**src/rtl/mips_pc_sequencer_if.sv**
```systemverilog
// Fetch-control bus between the decode/branch-compare logic and the PC sequencer.
// Decode drives the advance controls and redirect requests. The sequencer returns the fetch state.
interface mips_pc_sequencer_if;
  logic        clk_enable;
  logic        stall;
  logic        branch_valid;
  logic        branch_taken;
  logic [15:0] branch_imm;
  logic        jump_imm;
  logic [25:0] jump_index;
  logic        jump_reg;
  logic [31:0] rs_value;
  logic [31:0] instr_address;
  logic [31:0] link_address;
  logic        in_delay_slot;
  logic        active;
  logic        addr_fault;
  logic [1:0]  state;

  // Redirect request semantics (no valid/ready pair):
  // - The redirect inputs are combinational decode of the instruction at instr_address.
  // - They are consumed only on an advance edge: clk_enable=1, stall=0 and the sequencer not halted.
  // - While they are not consumed they carry no obligation.
  // - They are ignored while in_delay_slot=1.
  modport master (
    output clk_enable, stall, branch_valid, branch_taken, branch_imm,
           jump_imm, jump_index, jump_reg, rs_value,
    input  instr_address, link_address, in_delay_slot, active, addr_fault, state
  );

  modport slave (
    input  clk_enable, stall, branch_valid, branch_taken, branch_imm,
           jump_imm, jump_index, jump_reg, rs_value,
    output instr_address, link_address, in_delay_slot, active, addr_fault, state
  );
endinterface

```
**src/rtl/mips_pc_sequencer.sv**
```systemverilog
// MIPS program-counter sequencer: reset-vector fetch, delayed branch/jump redirects,
// halt on reaching HALT_ADDR, and a sticky fault for misaligned jr/jalr targets.
module mips_pc_sequencer #(
  parameter logic [31:0] RESET_VECTOR = 32'hBFC00000,
  parameter logic [31:0] HALT_ADDR    = 32'h00000000
) (
  input logic            clk,
  input logic            reset,
  mips_pc_sequencer_if.slave bus
);

  typedef enum logic [1:0] {
    S_RUN   = 2'd0,
    S_DELAY = 2'd1,
    S_HALT  = 2'd2
  } state_t;

  state_t      state;
  logic [31:0] pc;
  logic [31:0] target;
  logic        active;
  logic        in_delay_slot;
  logic        addr_fault;

  logic        advance;
  logic        redirect;
  logic [31:0] pc_plus4;
  logic [31:0] branch_target;
  logic [31:0] jump_target;
  logic [31:0] redirect_target;

  assign advance       = bus.clk_enable && !bus.stall && (state != S_HALT);
  assign pc_plus4      = pc + 32'd4;
  assign branch_target = pc_plus4 + {{14{bus.branch_imm[15]}}, bus.branch_imm, 2'b00};
  assign jump_target   = {pc_plus4[31:28], bus.jump_index, 2'b00};
  assign redirect      = bus.jump_reg || bus.jump_imm || (bus.branch_valid && bus.branch_taken);

  always_comb begin
    redirect_target = branch_target;
    if (bus.jump_reg)      redirect_target = bus.rs_value;
    else if (bus.jump_imm) redirect_target = jump_target;
  end

  always_ff @(posedge clk) begin
    if (reset) begin
      state         <= S_RUN;
      pc            <= RESET_VECTOR;
      target        <= '0;
      active        <= 1'b1;
      in_delay_slot <= 1'b0;
      addr_fault    <= 1'b0;
    end else if (advance) begin
      case (state)
        S_RUN: begin
          // active stays high through the first cycle at HALT_ADDR; this edge ends it
          if (pc == HALT_ADDR) begin
            active <= 1'b0;
            state  <= S_HALT;
          end else begin
            pc <= pc_plus4;
            if (redirect) begin
              target        <= redirect_target;
              in_delay_slot <= 1'b1;
              state         <= S_DELAY;
              if (redirect_target[1:0] != 2'b00) addr_fault <= 1'b1;
            end
          end
        end
        S_DELAY: begin
          in_delay_slot <= 1'b0;
          // A misaligned target is never fetched; PC stays on the delay slot
          if (target[1:0] != 2'b00) begin
            active <= 1'b0;
            state  <= S_HALT;
          end else begin
            pc    <= target;
            state <= S_RUN;
          end
        end
        default: state <= S_HALT;
      endcase
    end
  end

  assign bus.instr_address = pc;
  assign bus.link_address  = pc + 32'd8;
  assign bus.in_delay_slot = in_delay_slot;
  assign bus.active        = active;
  assign bus.addr_fault    = addr_fault;
  assign bus.state         = state;

endmodule
```
**src/flat_wrapper.sv**
```systemverilog
// flat-port wrapper written by rule: the top's interface ports become plain ports
module mips_pc_sequencer_flat 
#(
  parameter logic [31:0] RESET_VECTOR = 32'hBFC00000,
  parameter logic [31:0] HALT_ADDR    = 32'h00000000
)
  (clk, reset, bus_clk_enable, bus_stall, bus_branch_valid, bus_branch_taken, bus_branch_imm, bus_jump_imm, bus_jump_index, bus_jump_reg, bus_rs_value, bus_instr_address, bus_link_address, bus_in_delay_slot, bus_active, bus_addr_fault, bus_state);
  mips_pc_sequencer_if bus_i ();
  input logic clk;
  input logic reset;
  input wire logic [$bits(bus_i.clk_enable)-1:0] bus_clk_enable;
  input wire logic [$bits(bus_i.stall)-1:0] bus_stall;
  input wire logic [$bits(bus_i.branch_valid)-1:0] bus_branch_valid;
  input wire logic [$bits(bus_i.branch_taken)-1:0] bus_branch_taken;
  input wire logic [$bits(bus_i.branch_imm)-1:0] bus_branch_imm;
  input wire logic [$bits(bus_i.jump_imm)-1:0] bus_jump_imm;
  input wire logic [$bits(bus_i.jump_index)-1:0] bus_jump_index;
  input wire logic [$bits(bus_i.jump_reg)-1:0] bus_jump_reg;
  input wire logic [$bits(bus_i.rs_value)-1:0] bus_rs_value;
  output wire logic [$bits(bus_i.instr_address)-1:0] bus_instr_address;
  output wire logic [$bits(bus_i.link_address)-1:0] bus_link_address;
  output wire logic [$bits(bus_i.in_delay_slot)-1:0] bus_in_delay_slot;
  output wire logic [$bits(bus_i.active)-1:0] bus_active;
  output wire logic [$bits(bus_i.addr_fault)-1:0] bus_addr_fault;
  output wire logic [$bits(bus_i.state)-1:0] bus_state;
  assign bus_i.clk_enable = bus_clk_enable;
  assign bus_i.stall = bus_stall;
  assign bus_i.branch_valid = bus_branch_valid;
  assign bus_i.branch_taken = bus_branch_taken;
  assign bus_i.branch_imm = bus_branch_imm;
  assign bus_i.jump_imm = bus_jump_imm;
  assign bus_i.jump_index = bus_jump_index;
  assign bus_i.jump_reg = bus_jump_reg;
  assign bus_i.rs_value = bus_rs_value;
  assign bus_instr_address = bus_i.instr_address;
  assign bus_link_address = bus_i.link_address;
  assign bus_in_delay_slot = bus_i.in_delay_slot;
  assign bus_active = bus_i.active;
  assign bus_addr_fault = bus_i.addr_fault;
  assign bus_state = bus_i.state;
  mips_pc_sequencer #(.RESET_VECTOR(RESET_VECTOR), .HALT_ADDR(HALT_ADDR)) u_core (.clk(clk), .reset(reset), .bus(bus_i));
endmodule
```
**config.mk**
```make
export PLATFORM = sky130hd
export DESIGN_NAME = mips_pc_sequencer_flat
export DESIGN_NICKNAME = d
export VERILOG_FILES = /design/src/rtl/mips_pc_sequencer_if.sv /design/src/rtl/mips_pc_sequencer.sv /design/src/flat_wrapper.sv
export SDC_FILE = /design/constraint.sdc
export NUM_CORES = 1
export LEC_CHECK = 0
export CORE_MARGIN = 4
export CORE_UTILIZATION = 52
export DETAILED_ROUTE_END_ITERATION = 7
export GPL_ROUTABILITY_DRIVEN = 0
export PLACE_DENSITY = 0.83
export SLEW_MARGIN = 20
export SYNTH_ARGS = -nofsm -noshare
export SYNTH_HDL_FRONTEND = slang
export SYNTH_SLANG_ARGS = --single-unit
```
**constraint.sdc**
```tcl
create_clock -name clk -period 7.26 [get_ports clk]
set_clock_uncertainty 0.2 [all_clocks]
set_input_delay 1.089 -clock clk [delete_from_list [all_inputs] [get_ports clk]]
set_output_delay 1.089 -clock clk [all_outputs]
set_load 0.01 [all_outputs]
```
## After elaboration in Yosys (flattened, before gate mapping)

Index checks and enable logic that the tools add are counted.

| cells by class | value |
|---|---|
| add/subtract/negate cells | 3 |
| eq/ne operators | 8 |
| mux-type cells | 15 |
| bitwise logic cells | 1 |
| reductions and logical operators | 17 |

Operators with widths:

| kind | number |
|---|---|
| two-way mux 32 bit | 4 |
| case mux 32 bit (2 select lines) | 1 |
| adder 32 x 3 -> 32 bit (second input constant) | 1 |
| adder 32 bit | 1 |
| adder 32 x 4 -> 32 bit (second input constant) | 1 |
| zero test 32 bit | 1 |
| AND reduction 4 bit | 4 |
| two-way mux 2 bit | 3 |
| != test 2 x 1 -> 1 bit (second input constant) | 3 |
| != test 2 bit (second input constant) | 3 |
| nonzero test 2 bit | 3 |
| AND reduction 5 bit | 1 |
| two-way mux 1 bit | 4 |
| case mux 1 bit (2 select lines) | 2 |
| case mux 2 bit (2 select lines) | 1 |
| logical AND 1 bit | 3 |
| != test 3 x 1 -> 1 bit (second input constant) | 1 |
| == test 2 x 1 -> 1 bit (second input constant) | 1 |
| zero test 2 bit | 1 |
| logical OR 1 bit | 2 |
| AND reduction 2 bit | 1 |
| zero test 1 bit | 1 |
| NOT 1 bit | 1 |

| word-level totals | value |
|---|---|
| flip-flop bits (word level) | 69 |

## Longest topological paths before layout

Gate-level depths: netlist of run 1.

| depth | value |
|---|---|
| depth after elaboration | 6 |
| gate-level depth with buffers | 17 |
| mapped depth without buffers | 16 |

## Least setup slack after synthesis of run 1

Ideal clock, no wire load.

| timing path | value |
|---|---|
| kind | register to register |
| start | register u_core.pc[3] (netlist: u_core.bus.instr_address[3]) |
| end | register u_core.target[26] |
| arrival | 3.630 ns |
| setup slack | 3.315 ns |
| cell stages (with the launch flop) | 17 |
| buffers on the path | 1 |
| period minus slack after synthesis | 3.945 ns |
| path through | dfxtp_1 -> ha_1 -> nand3_1 -> nor4_1 -> buf_2 -> nand2_1 -> nor2_1 -> xor2_1 -> ha_1 -> a21o_1 -> a21o_1 -> a21o_1 -> o21bai_1 -> a31oi_4 -> o21ai_0 -> or3_1 -> a31o_1 |

| on the way | value |
|---|---|
| cells in the longest elaborated chain, start to end | 4 |
| elaborated cells between the ends (all ways) | 7 |
| classes of those cells | add/sub (2); mux (2); bitwise (1); reduce/logical (2) |

RTL lines:

| what | RTL line | RTL |
|---|---|---|
| from (decl) | mips_pc_sequencer.sv:19 | `logic [31:0] pc;` |
| from (signal assigned) | mips_pc_sequencer.sv:60 | `pc <= pc_plus4;` |
| from (signal assigned) | mips_pc_sequencer.sv:76 | `pc <= target;` |
| adder 32 x 3 -> 32 bit | mips_pc_sequencer.sv:33 | `assign pc_plus4 = pc + 32'd4;` |
| adder 32 bit | mips_pc_sequencer.sv:34 | `assign branch_target = pc_plus4 + {{14{bus.branch_imm[15]}}, bus.branch_imm, 2'b00};` |
| two-way mux 32 bit | mips_pc_sequencer.sv:41 | `else if (bus.jump_imm) redirect_target = jump_target;` |
| two-way mux 32 bit | mips_pc_sequencer.sv:40 | `if (bus.jump_reg) redirect_target = bus.rs_value;` |
| to (signal assigned) | mips_pc_sequencer.sv:62 | `target <= redirect_target;` |
| to (decl) | mips_pc_sequencer.sv:20 | `logic [31:0] target;` |

Several ways; a longest one is shown, not always the timed one.
A chain may end at the register's enable or synchronous reset.

## Final worst setup path of run 1

| timing path | value |
|---|---|
| start | register u_core.pc[4] (netlist: u_core.bus.instr_address[4]) |
| end | register u_core.target[28] |

The elaborated chain is that of the path after synthesis.

==> results.json, run 1 <==
{
  "utilization_pct": 67.5,
  "finalHoldViolCount": 0,
  "die_x_um": 119,
  "worstMarginPinSlew_ns": 0.877,
  "rsz0062_at_grt": "false",
  "combPwrFrac_pct": 26.4,
  "dp.cells": 1104,
  "layout_commonest_cell": "clkdlybuf4s50_1",
  "rows": 40,
  "cts_resized": 0,
  "power.share.clock_pct": 36.2,
  "cts_hold_buf": 0,
  "cts_setup_buffers": 0,
  "htreeDepth": 3,
  "finalSetupTns_ns": 0,
  "fillers": 1007,
  "synthFlopType": "dfxtp_1",
  "critPathLaunchType": "flip-flop",
  "die_area_um2": 14000,
  "grtUsageTotal_pct": 28.6,
  "p_sw_share_pct": 31.6,
  "core_area_um2": 12000,
  "crit_arrival_ns": 4.87,
  "fp.dieH_um": 119,
  "synth_warnings": 0,
  "finalPower_mw": 1.12,
  "intPower_mw": 0.767,
  "clk_latency_ns": 0.33,
  "slew_viol_final": 0,
  "drv_cap": 0,
  "setup_violations": 0,
  "min_period_over_period_pct": 66.8,
  "antenna_left": 0,
  "drcViolationCount": 0,
  "num_vias": 6970,
  "dr.pass1.iters": 5,
  "cp_max_fo": 10,
  "vias_per_cell": 6.22,
  "ys_ff_latch": 69,
  "async_flop_share_pct": 0,
  "grt_start_max_net_pins": 57,
  "required_ns": 7.28,
  "endpoint_kind": "flip-flop",
  "drt-total-wl_um": 20900,
  "tritoncts": "done",
  "p_leak_nw": 3.23,
  "cts_buffers": 9,
  "grt_pass1_vias": 6124,
  "final_cells": 1120,
  "status": "completed",
  "wire_per_inst_um": 18.7,
  "overflow": 0,
  "clk_pin_slew_ns": 0.06,
  "synth_fp_nets": 991,
  "synth_cells": 870,
  "maxSlewHeadroom_pct": 41.4,
  "worstSetupPathType": "flip-flop to flip-flop",
  "initialDrtViolationCount": 845,
  "pwr-share-seq_pct": 37.4,
  "irDropWorstVdd_uv": 112,
  "fmax_mhz": 206,
  "grt_pass1_wl_um": 33100,
  "netlist_area_um2": 6350,
  "area_growth_syn_to_layout_pct": 27.2,
  "ys_seq_area_share_pct": 21.8,
  "synth_enable_flop_cells": 0,
  "antenna_found_initial": 0,
  "min_period_ns": 4.85,
  "nNetsFinal": 1089,
  "p_switching_mw": 0.354,
  "min_path_type": "flip-flop to flip-flop",
  "synth_cell_types": 70,
  "syn_area_per_cell_um2": 7.30,
  "ioPinCount": 151,
  "drive_gt1_share_pct": 4.83,
  "place_hpwl_um": 15800,
  "powerDensity_nw_per_um2": 139,
  "initial_core_util_pct": 53.1,
  "cts_buffer_depth": 2,
  "final_cell_mix": "149 x clkdlybuf4s50_1, 107 x nand2_1, 77 x nor2_1",
  "io_buffers": 150,
  "diodes": 0,
  "clock_tree.root_cell": "clkbuf_16",
  "cts_sinks": 69
}
## cell usage after synthesis, drive strengths merged, types with 3 or more instances
master,n,area [um2]
a2111oi,4,53.8
a31oi,13,96.3
or3,8,50.1
nor2b,8,50.1
o21bai,3,22.5
a211o,3,26.3
ha,38,475
o311ai,5,43.8
o22ai,7,43.8
nand4,17,119
o21a,7,52.6
nand2,107,402
inv,12,45.0
xnor2,42,368
nand2b,14,87.6
a311oi,3,32.5
o21ai,39,195
o211ai,24,180
and4,4,35.0
mux2i,14,140
nand3b,3,22.5
a211oi,11,82.6
buf,31,164
a21oi,73,365
nor4,12,96.3
a21o,22,165
nor3,21,110
and2,11,68.8
xor2,27,236
nand3,38,200
a31o,3,26.3
clkbuf,43,163
nor3b,9,67.6
o41ai,4,42.6
dfxtp,69,1380
a22oi,5,37.5
and3,15,93.8
nor2,78,295
## power by group through the flow
stage | Clock (mW) | Sequential (mW) | Combinational [mW]
detailed placement | 0 | 0.426 | 0.290
global route | 0.422 | 0.421 | 0.321
global placement | 0 | 0.426 | 0.286
CTS | 0.404 | 0.418 | 0.291
floorplan | 0 | 0.416 | 0.179
finish | 0.406 | 0.419 | 0.296
## logic make-up (layout without fill, tap and decap cells)
| group | count (synthesis) | after routing | synth area share, % |
|---|---|---|---|
| AND/OR/NAND/NOR | 350 | 350 | 27.4 |
| AO/OA/AOI/OAI | 241 | 241 | 25.1 |
| buffers and inverters | 86 | 189 | 5.85 |
| XOR/XNOR | 69 | 69 | 9.52 |
| flip-flops | 69 | 69 | 21.8 |
| adder cells (fa/ha/maj) | 39 | 39 | 7.80 |
| multiplexers | 16 | 16 | 2.56 |
## worst max-delay path, stage by stage (launching register included)
cell and delay [ns]:
dfxtp_1 0.52, ha_1 0.31, nand3_1 0.25, nor3_1 0.55, nand2_1 0.16, nor2_1 0.20
and3_1 0.21, xor2_1 0.32, ha_1 0.36, and3_1 0.22, a211o_1 0.31, a2111oi_0 0.31
a211oi_1 0.19, a221oi_1 0.37, nor3b_1 0.08, nand3b_1 0.16
## state kept, by name (all words and copies together), names as in the netlist
register	cells
u_core.bus.instr_address	32
u_core.target	32
u_core.bus.state	2
u_core.bus.active	1
u_core.bus.addr_fault	1
u_core.bus.in_delay_slot	1
## path summary, 6_finish.rpt
path,start,endpoint,depth (start not counted),slack [ns]
hold reg to reg,u_core.bus.active,u_core.bus.active,2,0.25
setup / recovery,u_core.bus.instr_address[4],u_core.target[28],15,2.41
hold / removal,u_core.bus.active,u_core.bus.active,2,0.25
setup reg to reg,u_core.bus.instr_address[4],u_core.target[28],15,2.41
## final cells by class
class / count / area, um2 / share of cell area (%)
well taps: 147 / 184 / 2.28
clock buffers: 9 / 225 / 2.79
inverters: 12 / 45.0 / 0.558
repair buffers: 161 / 1580 / 19.6
multi-input cells: 715 / 4610 / 57.1
flip-flops and latches: 69 / 1380 / 17.1
clock inverters: 7 / 51.3 / 0.635
## per-stage QoR
step	cell area (um2)	hold WS (ns)	worst slack [ns]
floorplan	6350	0.227	3.31
global placement	7800	0.233	2.71
detailed placement	7800	0.237	2.60
CTS	8070	0.246	2.48
global route	8070	0.260	2.08
finish	8070	0.246	2.41
## layer usage
metal  track usage (%)  up-vias  wire length, um
met5                 0        -                0
met4              7.46        0              451
met3              4.35       35             2220
met2              42.0      391             9010
met1              43.3     3189             9230
li1                  -     3355                -
Power figures use the tool's default switching activity.
==> inputs of run 2 (changes only) <==
--- a/config.mk
+++ b/config.mk
@@ -6,10 +6,10 @@
 export NUM_CORES = 1
 export LEC_CHECK = 0
 export CORE_MARGIN = 4
-export CORE_UTILIZATION = 52
+export CORE_UTILIZATION = 46
 export DETAILED_ROUTE_END_ITERATION = 7
 export GPL_ROUTABILITY_DRIVEN = 0
-export PLACE_DENSITY = 0.83
+export PLACE_DENSITY = 0.78
 export SLEW_MARGIN = 20
 export SYNTH_ARGS = -nofsm -noshare
 export SYNTH_HDL_FRONTEND = slang
==> constraint.sdc (replaced) <==
create_clock -name clk -period 4.14 [get_ports clk]
set_clock_uncertainty 0.2 [all_clocks]
set_input_delay 0.621 -clock clk [delete_from_list [all_inputs] [get_ports clk]]
set_output_delay 0.621 -clock clk [all_outputs]
set_load 0.01 [all_outputs]
==> run 2 against run 1 <==
Die area is 12% higher. Final cell count is 5.9% higher. First-iteration DRC count is 7.1% higher. Register-to-register slack worse by 2.2 ns. Critical endpoint is now u_core.target[31]. Highest routed layer unchanged.
==> results.json, run 2 (synthesis gave the netlist of run 1 again) <==
{
  "status": "completed",
  "drv_cap": 0,
  "drive_gt1_share_pct": 10.6,
  "powerDensity_nw_per_um2": 237,
  "dr.pass1.iters": 5,
  "drcViolationCount": 0,
  "min_period_ns": 3.97,
  "area_growth_syn_to_layout_pct": 34.7,
  "pwr-share-seq_pct": 35.9,
  "critPathLaunchType": "flip-flop",
  "pre_cts_ws_ns": 0.0239,
  "reg2reg_to": "u_core.target[31]",
  "cts_setup_buffers": 0,
  "grt_start_max_net_pins": 47,
  "rows": 42,
  "htreeDepth": 3,
  "endpoint_kind": "flip-flop",
  "fp.dieH_um": 125,
  "wire_per_inst_um": 18.7,
  "grt_pass1_vias": 6458,
  "cts_buffers": 9,
  "cts_hold_buf": 0,
  "p_sw_share_pct": 31.2,
  "tritoncts": "done",
  "layout_commonest_cell": "clkdlybuf4s50_1",
  "utilization_pct": 63.8,
  "antenna_found_initial": 0,
  "hold_path.startpoint": "u_core.bus.active",
  "dp.cells": 1170,
  "power.share.clock_pct": 36.7,
  "required_ns": 4.21,
  "final_cell_mix": "149 x clkdlybuf4s50_1, 107 x nand2_1, 73 x a21oi_1",
  "intPower_mw": 1.39,
  "worstMarginPinSlew_ns": 0.937,
  "grt_pass1_wl_um": 33900,
  "initial_core_util_pct": 47.4,
  "num_vias": 7110,
  "min_period_over_period_pct": 95.8,
  "reg2reg_depth": 18,
  "maxSlewHeadroom_pct": 37.1,
  "antenna_left": 0,
  "place_hpwl_um": 16700,
  "r2r-start": "u_core.bus.instr_address[3]",
  "vias_per_cell": 5.99,
  "final_cells": 1186,
  "cts_buffer_depth": 2,
  "initialDrtViolationCount": 905,
  "clock_tree.root_cell": "clkbuf_16",
  "min_path_type": "flip-flop to flip-flop",
  "fillers": 1146,
  "min_to": "u_core.bus.active",
  "io_buffers": 150,
  "hold-worst-slack_ns": 0.248,
  "slew_viol_final": 0,
  "clk_latency_ns": 0.34,
  "finalSetupTns_ns": 0,
  "fmax_mhz": 252,
  "reg2reg_slack_ns": 0.17,
  "crit_arrival_ns": 4.03,
  "setup_violations": 0,
  "irDropWorstVdd_uv": 174,
  "die_area_um2": 15700,
  "p_switching_mw": 0.632,
  "ioPinCount": 151,
  "overflow": 0,
  "drt-total-wl_um": 22200,
  "p_leak_nw": 3.48,
  "clk_pin_slew_ns": 0.06,
  "cts_sinks": 69,
  "nNetsFinal": 1126,
  "worstSetupPathType": "flip-flop to flip-flop",
  "finalHoldViolCount": 0,
  "hold_depth": 2,
  "combPwrFrac_pct": 27.4,
  "core_area_um2": 13400,
  "diodes": 0,
  "cp_max_fo": 5,
  "fin_ws_ns": 0.174,
  "grtUsageTotal_pct": 26.4,
  "die_x_um": 125
}
run 2: stage by stage:
stage	power, mW	area [um2]
detailed placement	1.28	8130
global route	2.09	8550
global placement	1.27	8130
CTS	2.01	8420
floorplan	1.04	6350
finish	2.02	8550
run 2: per-layer routing:
layer | global-route usage [%] | up-vias | routed length (um)
met5 | 0 | - | 0
met4 | 7.14 | 0 | 415
met3 | 4.39 | 37 | 2180
met2 | 39.8 | 356 | 9620
met1 | 38.7 | 3309 | 9970
li1 | - | 3408 | -
run 2: worst max path at each step:
stage          cells after the start                end  slack, ns                        start
2_1_floorplan                     16  u_core.target[26]       0.19  u_core.bus.instr_address[3]
3_3_place_gp                      15  u_core.target[31]       0.11  u_core.bus.instr_address[3]
3_5_place_dp                      15  u_core.target[28]       0.02  u_core.bus.instr_address[3]
4_1_cts                           16  u_core.target[31]       0.05  u_core.bus.instr_address[3]
5_1_grt                           16  u_core.target[31]      -0.03  u_core.bus.instr_address[3]
6_report                          18  u_core.target[31]       0.17  u_core.bus.instr_address[3]
run 2: layout make-up:
class	instances	area (um2)	area share (%)
sequential	69	1380	16.2
clock inverter	3	20.0	0.234
inverter	12	45.0	0.527
tap	176	220	2.57
clock buffer	13	260	3.04
timing repair buffer	198	1870	21.9
multi-input combinational	715	4760	55.6
run 2: critical path, cell delays in order (launching register included):
cell and delay (ns):
dfxtp_1 0.37, ha_2 0.25, nand3_2 0.10, nor4_4 0.33, buf_4 0.20, nand3_2 0.10, buf_4 0.17, nor3_2 0.17
xnor2_2 0.18, inv_1 0.11, ha_1 0.32, a21oi_1 0.16, nor2b_1 0.07, o21ai_0 0.19, o21ai_0 0.14, a211oi_2 0.26
xor2_1 0.10, or3_1 0.32, a31oi_1 0.15
run 2: power groups by stage:
| stage | clock network (mW) | logic (mW) | registers, mW |
|---|---|---|---|
| after detailed placement | 0 | 0.539 | 0.738 |
| after CTS | 0.741 | 0.541 | 0.724 |
| after global routing | 0.762 | 0.599 | 0.729 |
| after global placement | 0 | 0.531 | 0.738 |
| final | 0.743 | 0.555 | 0.727 |
| after floorplan | 0 | 0.314 | 0.730 |
run 2: timing repair:
item,4_1_cts,5_1_grt
setup endpoints to repair,1,13
pin swaps,0,3
endpoints found under the hold margin,0,0
gates resized for setup,1,29
==> inputs of run 3 (changes only) <==
--- a/config.mk
+++ b/config.mk
@@ -5,11 +5,12 @@
 export SDC_FILE = /design/constraint.sdc
 export NUM_CORES = 1
 export LEC_CHECK = 0
+export ABC_AREA = 1
 export CORE_MARGIN = 4
-export CORE_UTILIZATION = 46
+export CORE_UTILIZATION = 48
 export DETAILED_ROUTE_END_ITERATION = 7
 export GPL_ROUTABILITY_DRIVEN = 0
-export PLACE_DENSITY = 0.78
+export PLACE_DENSITY = 0.79
 export SLEW_MARGIN = 20
 export SYNTH_ARGS = -nofsm -noshare
 export SYNTH_HDL_FRONTEND = slang
==> run 3 against run 2 <==
Critical path depth is 3 higher. Global-route usage is 2.7 points higher. Register-to-register slack better by 0.28 ns. Via count is 17% higher. Critical endpoint is now u_core.target[28]. Largest cell class unchanged.
==> results.json, run 3 <==
{
  "initialDrtViolationCount": 1130,
  "setup_violations": 0,
  "tritoncts": "done",
  "fp.dieH_um": 130,
  "ys_top_cells_by_area": "nand2_1 21%, dfxtp_1 19%, a21oi_1 7.6%",
  "worstMarginPinSlew_ns": 0.973,
  "finalSetupTns_ns": 0,
  "reg2reg_depth": 21,
  "synth_cells": 1199,
  "synth_enable_flop_cells": 0,
  "yosysMostFrequentCell": "nand2_1",
  "cts_sinks": 69,
  "p_leak_nw": 4.20,
  "pre_cts_ws_ns": 0.526,
  "wire_per_inst_um": 16.5,
  "clk_latency_ns": 0.35,
  "cts_resized": 0,
  "ioPinCount": 151,
  "cts_setup_buffers": 0,
  "die_x_um": 130,
  "synth_fp_nets": 1320,
  "yosysTopAreaCell": "nand2_1",
  "drt-total-wl_um": 25000,
  "required_ns": 4.22,
  "cts_hold_buf": 0,
  "place_hpwl_um": 19800,
  "pwr-share-seq_pct": 32.7,
  "yosysTopAreaCellShare_pct": 20.6,
  "synth_cell_types": 44,
  "power.share.clock_pct": 36.0,
  "layout_commonest_cell": "nand2_1",
  "critPathLaunchType": "flip-flop",
  "die_area_um2": 16800,
  "drive_gt1_share_pct": 6.32,
  "drcViolationCount": 0,
  "fin_ws_ns": 0.451,
  "area_growth_syn_to_layout_pct": 26.3,
  "antenna_found_initial": 0,
  "num_vias": 8331,
  "p_sw_share_pct": 34.0,
  "place_area_um2": 8650,
  "p_switching_mw": 0.769,
  "netlist_top_cells_count": "389 x nand2_1, 140 x inv_1, 112 x nor2_1",
  "grt_pass1_vias": 7451,
  "min_period_ns": 3.69,
  "vias_per_cell": 5.50,
  "grtUsageTotal_pct": 29.0,
  "cts_buffer_depth": 2,
  "endpoint_kind": "flip-flop",
  "synthFlopType": "dfxtp_1",
  "grt_pass1_wl_um": 38300,
  "syn_area_per_cell_um2": 5.92,
  "powerDensity_nw_per_um2": 253,
  "irDropWorstVdd_uv": 219,
  "min_path_type": "flip-flop to flip-flop",
  "cp_max_fo": 6,
  "dr.pass1.iters": 6,
  "maxSlewHeadroom_pct": 35.0,
  "worstSetupPathType": "flip-flop to flip-flop",
  "drv_cap": 0,
  "htreeDepth": 3,
  "antenna_left": 0,
  "synth_warnings": 0,
  "rows": 44,
  "nNetsFinal": 1446,
  "status": "completed",
  "ys_seq_area_share_pct": 19.5,
  "cts_buffers": 9,
  "utilization_pct": 61.9,
  "diodes": 0,
  "io_buffers": 150,
  "rsz0062_at_grt": "false",
  "netlist_area_um2": 7090,
  "min_period_over_period_pct": 89.1,
  "final_cells": 1514,
  "intPower_mw": 1.49,
  "final_cell_mix": "389 x nand2_1, 150 x clkdlybuf4s50_1, 140 x inv_1",
  "dp.cells": 1498,
  "core_area_um2": 14500,
  "ys_ff_latch": 69,
  "crit_arrival_ns": 3.77,
  "overflow": 0,
  "fmax_mhz": 271,
  "finalHoldViolCount": 0,
  "slew_viol_final": 0,
  "clk_pin_slew_ns": 0.06,
  "initial_core_util_pct": 49.0,
  "combPwrFrac_pct": 31.3,
  "async_flop_share_pct": 0,
  "clock_tree.root_cell": "clkbuf_16",
  "grt_start_max_net_pins": 44,
  "hold_depth": 2,
  "stdcell_area_um2": 8960
}
-- run 3: cell count changes in the layout (fill, tap and decap cells not counted), moves of 18 or more --
cell     before  now
a21o_1       22    2
a21oi_1      73  108
buf_4        47    9
inv_1        11  140
nand2_1     107  389
nand3_1      33   53
nor2_1       72  112
o21ai_1       1   19
xnor2_1      36   11
xor2_1       25   47
-- run 3: path summary, 6_finish.rpt --
path	from	end	slack (ns)
hold / removal	u_core.target[5]	u_core.target[5]	0.25
setup reg to reg	u_core.bus.instr_address[4]	u_core.target[28]	0.45
hold reg to reg	u_core.target[5]	u_core.target[5]	0.25
setup / recovery	u_core.bus.instr_address[4]	u_core.target[28]	0.45
-- run 3: logic make-up (layout without fill, tap and decap cells) --
logic type / count (synthesis) / after routing / synth area share, %
xor+xnor: 59 / 59 / 7.39
fa+ha+maj: 39 / 39 / 6.99
compound gates: 199 / 199 / 15.2
simple gates: 636 / 636 / 39.1
buf+inv: 197 / 328 / 11.9
flops: 69 / 69 / 19.5
-- run 3: per-stage QoR --
step / hold WS [ns] / power [mW]
after floorplan: 0.225 / 1.17
after global placement: 0.237 / 1.44
after detailed placement: 0.239 / 1.44
after CTS: 0.248 / 2.25
after global routing: 0.258 / 2.37
final: 0.252 / 2.26
-- run 3: final cells by class --
| cell class | instances | area [um2] |
|---|---|---|
| clock buffers | 11 | 253 |
| well taps | 184 | 230 |
| multi-input cells | 933 | 4870 |
| clock inverters | 5 | 58.8 |
| flip-flops and latches | 69 | 1380 |
| inverters | 152 | 571 |
| fillers | 1419 | 5520 |
| repair buffers | 160 | 1590 |
-- run 3: layer usage --
metal / GRT usage (%) / wire length, um / up-vias
li1: - / - / 4085
met1: 38.6 / 10500 / 3717
met2: 45.3 / 10900 / 448
met3: 7.63 / 2590 / 81
met4: 10.5 / 896 / 0
met5: 0 / 0 / -
-- run 3: worst max-delay path, stage by stage, from the launching register on --
cell     delay (ns)
dfxtp_1        0.45
ha_1           0.31
nand3_2        0.17
inv_2          0.11
nand2_1        0.13
inv_1          0.11
nand3_1        0.08
xor2_1         0.16
o21ai_1        0.24
inv_1          0.11
ha_1           0.32
a21oi_1        0.23
inv_1          0.09
nor2_1         0.10
o21ai_0        0.12
a21oi_1        0.23
nand2_1        0.07
nand2_1        0.06
nand3_1        0.08
nand2_1        0.08
nand2_1        0.05
a21oi_1        0.11
-- run 3: power groups by stage --
stage / Clock, mW / Sequential (mW) / Combinational, mW
2_1_floorplan: 0 / 0.746 / 0.426
3_3_place_gp: 0 / 0.751 / 0.687
3_5_place_dp: 0 / 0.752 / 0.691
4_1_cts: 0.811 / 0.738 / 0.697
5_1_grt: 0.844 / 0.743 / 0.780
6_report: 0.814 / 0.740 / 0.708
